[src/rtl/mmio_console.sv]
// Memory-mapped debug console: stores to TXDATA queue bytes for an 8N1 serial
// transmitter paced by io_pclken; a store to EXIT latches a sticky end-of-test code.
module mmio_console #(
    parameter logic [31:0] BASE_ADDR  = 32'h9000_0000,
    parameter int          FIFO_DEPTH = 16
) (
    input  logic                          io_clk,
    input  logic                          io_rstn,
    input  logic                          io_pclken,
    input  logic                          io_wvalid,
    input  logic [31:0]                   io_waddr,
    input  logic [31:0]                   io_wdata,
    input  logic [3:0]                    io_wstrb,
    output logic                          io_wready,
    output logic                          io_txd,
    output logic                          io_exit_valid,
    output logic [31:0]                   io_exit_code,
    output logic [15:0]                   io_char_cnt,
    output logic [$clog2(FIFO_DEPTH):0]   io_fifo_level,
    output logic                          io_busy
);

    localparam int          AW        = $clog2(FIFO_DEPTH);
    localparam logic [31:0] EXIT_ADDR = BASE_ADDR + 32'd4;
    localparam logic [AW:0] FULL_LVL  = (AW+1)'(FIFO_DEPTH);

    typedef enum logic [1:0] {IDLE, START, DATA, STOP} tx_state_t;

    logic [7:0]    mem [FIFO_DEPTH];
    logic [AW-1:0] wr_ptr;
    logic [AW-1:0] rd_ptr;
    logic          txdata_hit;
    logic          exit_hit;
    logic          fifo_full;
    logic          fifo_empty;
    logic          wr_fire;
    logic          push;
    logic          pop;
    tx_state_t     state;
    logic [7:0]    shift;
    logic [2:0]    bit_idx;
    logic          unused_strb;

    assign unused_strb = &{1'b0, io_wstrb[3:1]};

    assign txdata_hit = (io_waddr == BASE_ADDR);
    assign exit_hit   = (io_waddr == EXIT_ADDR);
    assign fifo_full  = (io_fifo_level == FULL_LVL);
    assign fifo_empty = (io_fifo_level == '0);

    // Back-pressure uses the pre-pop level, so a full FIFO never takes a push
    // even in the cycle the transmitter frees an entry.
    assign io_wready = !(txdata_hit && fifo_full);
    assign wr_fire   = io_wvalid && io_wready;
    assign push      = wr_fire && txdata_hit && io_wstrb[0];
    assign pop       = io_pclken && !fifo_empty && (state == IDLE || state == STOP);

    assign io_busy = (state != IDLE) || !fifo_empty;

    // NOTE: character storage has no reset; emptiness is defined by the pointers
    // and level, so clearing the array would only add reset fan-out.
    always_ff @(posedge io_clk) begin
        if (push) begin
            mem[wr_ptr] <= io_wdata[7:0];
        end
    end

    // NOTE: non-blocking assignments throughout sequential logic, so every
    // register samples pre-edge values regardless of statement order.
    always_ff @(posedge io_clk or negedge io_rstn) begin
        if (!io_rstn) begin
            wr_ptr        <= '0;
            rd_ptr        <= '0;
            io_fifo_level <= '0;
        end else begin
            if (push) wr_ptr <= wr_ptr + 1'b1;
            if (pop)  rd_ptr <= rd_ptr + 1'b1;
            case ({push, pop})
                2'b10:   io_fifo_level <= io_fifo_level + 1'b1;
                2'b01:   io_fifo_level <= io_fifo_level - 1'b1;
                default: io_fifo_level <= io_fifo_level;
            endcase
        end
    end

    always_ff @(posedge io_clk or negedge io_rstn) begin
        if (!io_rstn) begin
            io_exit_valid <= 1'b0;
            io_exit_code  <= '0;
        end else if (wr_fire && exit_hit && !io_exit_valid) begin
            io_exit_valid <= 1'b1;
            io_exit_code  <= io_wdata;
        end
    end

    always_ff @(posedge io_clk or negedge io_rstn) begin
        if (!io_rstn) begin
            state       <= IDLE;
            io_txd      <= 1'b1;
            shift       <= '0;
            bit_idx     <= '0;
            io_char_cnt <= '0;
        end else if (io_pclken) begin
            case (state)
                IDLE: begin
                    io_txd <= 1'b1;
                    if (pop) begin
                        shift  <= mem[rd_ptr];
                        io_txd <= 1'b0;
                        state  <= START;
                    end
                end
                START: begin
                    io_txd  <= shift[0];
                    bit_idx <= '0;
                    state   <= DATA;
                end
                DATA: begin
                    if (bit_idx == 3'd7) begin
                        io_txd <= 1'b1;
                        state  <= STOP;
                    end else begin
                        bit_idx <= bit_idx + 3'd1;
                        io_txd  <= shift[bit_idx + 3'd1];
                    end
                end
                STOP: begin
                    io_char_cnt <= io_char_cnt + 16'd1;
                    // Chain straight into the next start bit so characters abut.
                    if (pop) begin
                        shift  <= mem[rd_ptr];
                        io_txd <= 1'b0;
                        state  <= START;
                    end else begin
                        io_txd <= 1'b1;
                        state  <= IDLE;
                    end
                end
                default: begin
                    io_txd <= 1'b1;
                    state  <= IDLE;
                end
            endcase
        end
    end

endmodule

[config.mk]
export PLATFORM = sky130hd
export DESIGN_NAME = mmio_console
export DESIGN_NICKNAME = d
export VERILOG_FILES = /design/src/rtl/mmio_console.sv
export SDC_FILE = /design/constraint.sdc
export NUM_CORES = 1
export LEC_CHECK = 0
export CORE_UTILIZATION = 54
export CTS_CLUSTER_DIAMETER = 60
export DETAILED_ROUTE_END_ITERATION = 16
export PLACE_DENSITY = 0.8
export SLEW_MARGIN = 10
export SYNTH_ARGS = -nofsm -noshare
export SYNTH_HDL_FRONTEND = slang
export SYNTH_SLANG_ARGS = --single-unit
[constraint.sdc]
create_clock -name io_clk -period 3.1 [get_ports io_clk]
set_input_delay 0.62 -clock io_clk [delete_from_list [all_inputs] [get_ports io_clk]]
set_output_delay 0.62 -clock io_clk [all_outputs]
set_load 0.01 [all_outputs]
==> metrics.json <==
{
  "status": "completed",
  "ir_drop_v": 0.000548,
  "report.final.setup_viol": 0,
  "reg2reg_to": "io_fifo_level[4]$_DFFE_PN0P_",
  "start_util": 0.560,
  "worstMarginPinSlew_ns": 1.03,
  "yosys_register_bits": 204,
  "timing.final.crit_period_ns": 3.03,
  "first_iter_violations": 371,
  "final_core_util": 0.725,
  "netlist_area_um2": 8600,
  "number_of_buffers_created_by_cts": 21,
  "drv_cap": 0,
  "num-nets-final": 780,
  "timing.final.max_slew_violations": 0,
  "detailroute.via_count": 5174,
  "tritoncts": "done",
  "ws_path_type": "in2reg",
  "critical_path.max_fanout": 6,
  "grt_pass1_wl_mm": 29.1,
  "static-leakage-power_nw": 4.29,
  "type_of_the_tightest_min_delay_check": "in2async",
  "path_delay_family": "simple AND/OR/NAND/NOR gates",
  "buffer_ports.inserted": 125,
  "max_stage_delay_ns": 0.51,
  "power-per-cell-area_nw_per_um2": 718,
  "die_x_um": 128,
  "die_area_um2": 16400,
  "first_global_vias": 5491,
  "core.rowCount": 45,
  "drive_gt1_frac": 0.191,
  "max_clock_freq_ghz": 0.330,
  "top_reg_cell_synth": "sky130_fd_sc_hd__edfxtp_1",
  "netlist.area_leader.share": 0.447,
  "routed_via_density": 5.64,
  "syn2layout_area_growth_pct": 29.5,
  "async_reset_ff_frac": 0.373,
  "final_cell_area_um2": 11100,
  "endpoint_kind": "flop",
  "worstReg2RegStart": "io_fifo_level[1]$_DFFE_PN0P_",
  "syn_avg_cell_area_um2": 16.4,
  "place_hpwl_mm": 12.2,
  "final_clock_skew_ns": 0.0121,
  "drc_errors": 0,
  "ant_nets": 0,
  "post-route-period-util": 0.977,
  "gp_routability_congestion": 0.840,
  "synth-seq-area-share": 0.668,
  "rrSetupSlack_ns": 0.44,
  "synthesized_netlist_net_count": 612,
  "route.detailed.wl_per_inst_um": 20.1,
  "worstPathCellList": "clkdlybuf4s50_1 > or4_4 > nor4_4 > nand2_1 > or3_4 > buf_4 > ha_1 > nand2b_1 > o22a_1 > o31ai_2 > nor3b_2",
  "final-instance-count-excl-fill": 917,
  "critPathBufInv": 2,
  "core-area_um2": 15400,
  "whs_ns": 0.136,
  "maximum_number_of_pins_on_one_net_before_global_route_repair": 46,
  "synth_edf_count": 128,
  "clk_latency_ns": 0.49,
  "cts_max_level": 1,
  "ctsLongestPathBuffers": 3,
  "netlist_top_cells_area": "sky130_fd_sc_hd__edfxtp_1 45%, sky130_fd_sc_hd__dfrtp_1 22%, sky130_fd_sc_hd__mux4_2 8.9%",
  "syn-instance-count": 523,
  "max_slew_margin": 0.316,
  "routed_wirelength_mm": 18.4,
  "antennaDiodeCount": 0,
  "yosysTopAreaCell": "sky130_fd_sc_hd__edfxtp_1",
  "worst_setup_hold_path_clk_slew_ns": 0.06,
  "gr-usage-all-layers": 0.234,
  "dpl.cell_count": 877,
  "worst_ep_required_time_ns": 3.46,
  "tritoncts_num_sinks": 204,
  "dr.pass1.iters": 4,
  "timing.reg2reg.worst_path_depth": 10,
  "place_area_um2": 10400,
  "synth_cell_type_count": 54,
  "io_pins": 129,
  "grt_antenna_before_repair": 0,
  "clk_root_buffer_cell": "sky130_fd_sc_hd__clkbuf_16",
  "start_kind": "input port",
  "floorplan.die.height_um": 128,
  "timing.critical_path.arrival_ns": 3.39,
  "count_of_endpoints_failing_hold_in_the_final_timing_report": 0,
  "overflow": 0,
  "crit_path_top_delay_cell": "sky130_fd_sc_hd__or4_4",
  "synth.yosys.warnings": 0
}
-- synthesized netlist by cell type, types with 2 or more instances --
master / count
sky130_fd_sc_hd__buf_4: 3
sky130_fd_sc_hd__nand2_1: 33
sky130_fd_sc_hd__xor2_1: 9
sky130_fd_sc_hd__a22oi_1: 2
sky130_fd_sc_hd__o21ai_0: 9
sky130_fd_sc_hd__mux2_2: 8
sky130_fd_sc_hd__clkbuf_1: 13
sky130_fd_sc_hd__nand2b_1: 8
sky130_fd_sc_hd__nor4_1: 12
sky130_fd_sc_hd__nor2b_1: 3
sky130_fd_sc_hd__xnor2_1: 17
sky130_fd_sc_hd__edfxtp_1: 128
sky130_fd_sc_hd__nor2_1: 7
sky130_fd_sc_hd__dfrtp_1: 75
sky130_fd_sc_hd__mux4_2: 34
sky130_fd_sc_hd__nand3_1: 8
sky130_fd_sc_hd__inv_1: 11
sky130_fd_sc_hd__a21oi_1: 4
sky130_fd_sc_hd__and4_1: 3
sky130_fd_sc_hd__or4_1: 6
sky130_fd_sc_hd__ha_1: 17
sky130_fd_sc_hd__mux2i_1: 17
sky130_fd_sc_hd__mux2_1: 29
sky130_fd_sc_hd__nor3_1: 18
sky130_fd_sc_hd__o221ai_1: 9
sky130_fd_sc_hd__nand4_1: 6
sky130_fd_sc_hd__nor3b_1: 2
sky130_fd_sc_hd__buf_1: 5
sky130_fd_sc_hd__and3_1: 2
-- kinds of logic (layout without fill, tap and decap cells) --
logic type	count (synthesis)	in the layout	synth area share
and+or+nand+nor	118	118	0.0768
buffers and inverters	33	216	0.0157
muxes	88	88	0.157
adders and majority gates	17	17	0.0247
AOI/OAI and AO/OA	37	37	0.0310
DFF	204	204	0.668
xor gates and xnor gates	26	26	0.0265
-- registers in the layout, indices dropped and copies added (netlist names) --
register / flops
mem: 128
io_exit_code: 32
io_char_cnt: 16
shift: 8
io_fifo_level: 5
rd_ptr: 4
wr_ptr: 4
bit_idx: 3
state: 2
io_exit_valid: 1
io_txd: 1
-- cell usage in the layout (no fill, tap or decap), drive strengths merged, types with 2 or more instances in the layout --
master	netlist	final
edfxtp	128	128
clkdlybuf4s50	0	114
dfrtp	75	75
buf	8	42
mux2	37	37
mux4	34	34
nand2	33	33
clkbuf	13	31
nor3	18	18
xnor2	17	17
mux2i	17	17
ha	17	17
inv	11	12
nor4	12	12
xor2	9	9
dlymetal6s2s	0	9
o221ai	9	9
o21ai	9	9
nand2b	8	8
nand3	8	8
nor2	7	7
or4	7	7
nand4	6	6
clkinv	1	6
a21oi	4	4
and4	3	3
nor2b	3	3
and3	2	2
a22oi	2	2
or4b	2	2
nor3b	2	2
-- routing by layer --
metal,wire length [µm],up-vias,part of all wire,GRT usage
met2,9410,177,0.51,0.412
met1,7310,2584,0.40,0.294
met3,1150,38,0.062,0.0401
met4,563,0,0.031,0.0789
li1,-,2375,-,-
met5,0,-,0,0
-- how the worst max path moves through the flow --
stage,to,slack [ns],cells past startpoint,start
global placement,io_fifo_level[4]$_DFFE_PN0P_,-0.55,12,io_waddr[9]
CTS,io_fifo_level[4]$_DFFE_PN0P_,-0.05,12,io_waddr[8]
detailed placement,io_fifo_level[4]$_DFFE_PN0P_,-0.62,12,io_waddr[9]
global route,io_fifo_level[4]$_DFFE_PN0P_,-0.05,12,io_waddr[8]
finish,io_fifo_level[4]$_DFFE_PN0P_,0.07,11,io_waddr[1]
floorplan,io_fifo_level[4]$_DFFE_PN0P_,-0.11,12,io_waddr[9]
-- power by group --
part / internal, W / switching [W] / total [W]
clock network: 0.00142 / 0.000988 / 0.00241
registers: 0.00308 / 0.000291 / 0.00337
logic: 0.00120 / 0.00102 / 0.00222
-- final cells by class --
cell class,instances,area [µm²]
clock buffer,31,593
clock inverter,7,72.6
fill,967,4230
inverter,12,45.0
multi-input combinational,286,2820
sequential,204,5750
tap,211,264
timing repair buffer,166,1600
-- through the flow --
stage	setup slack, ns	TNS [ns]	total power [W]
after floorplan	-0.107	-0.154	0.00483
after global placement	-0.545	-10.22	0.00548
after detailed placement	-0.616	-12.06	0.00557
after CTS	-0.0475	-0.0475	0.00802
after global routing	-0.0489	-0.0672	0.00839
final	0.0716	0	0.00800
-- timing repair --
action	4_1_cts	5_1_grt
pin swaps	3	12
hold buffers	0	0
setup endpoints to repair	3	3
buffers inserted	1	1
gates resized for setup	4	16
No activity file was read; power rests on OpenSTA's default activity.
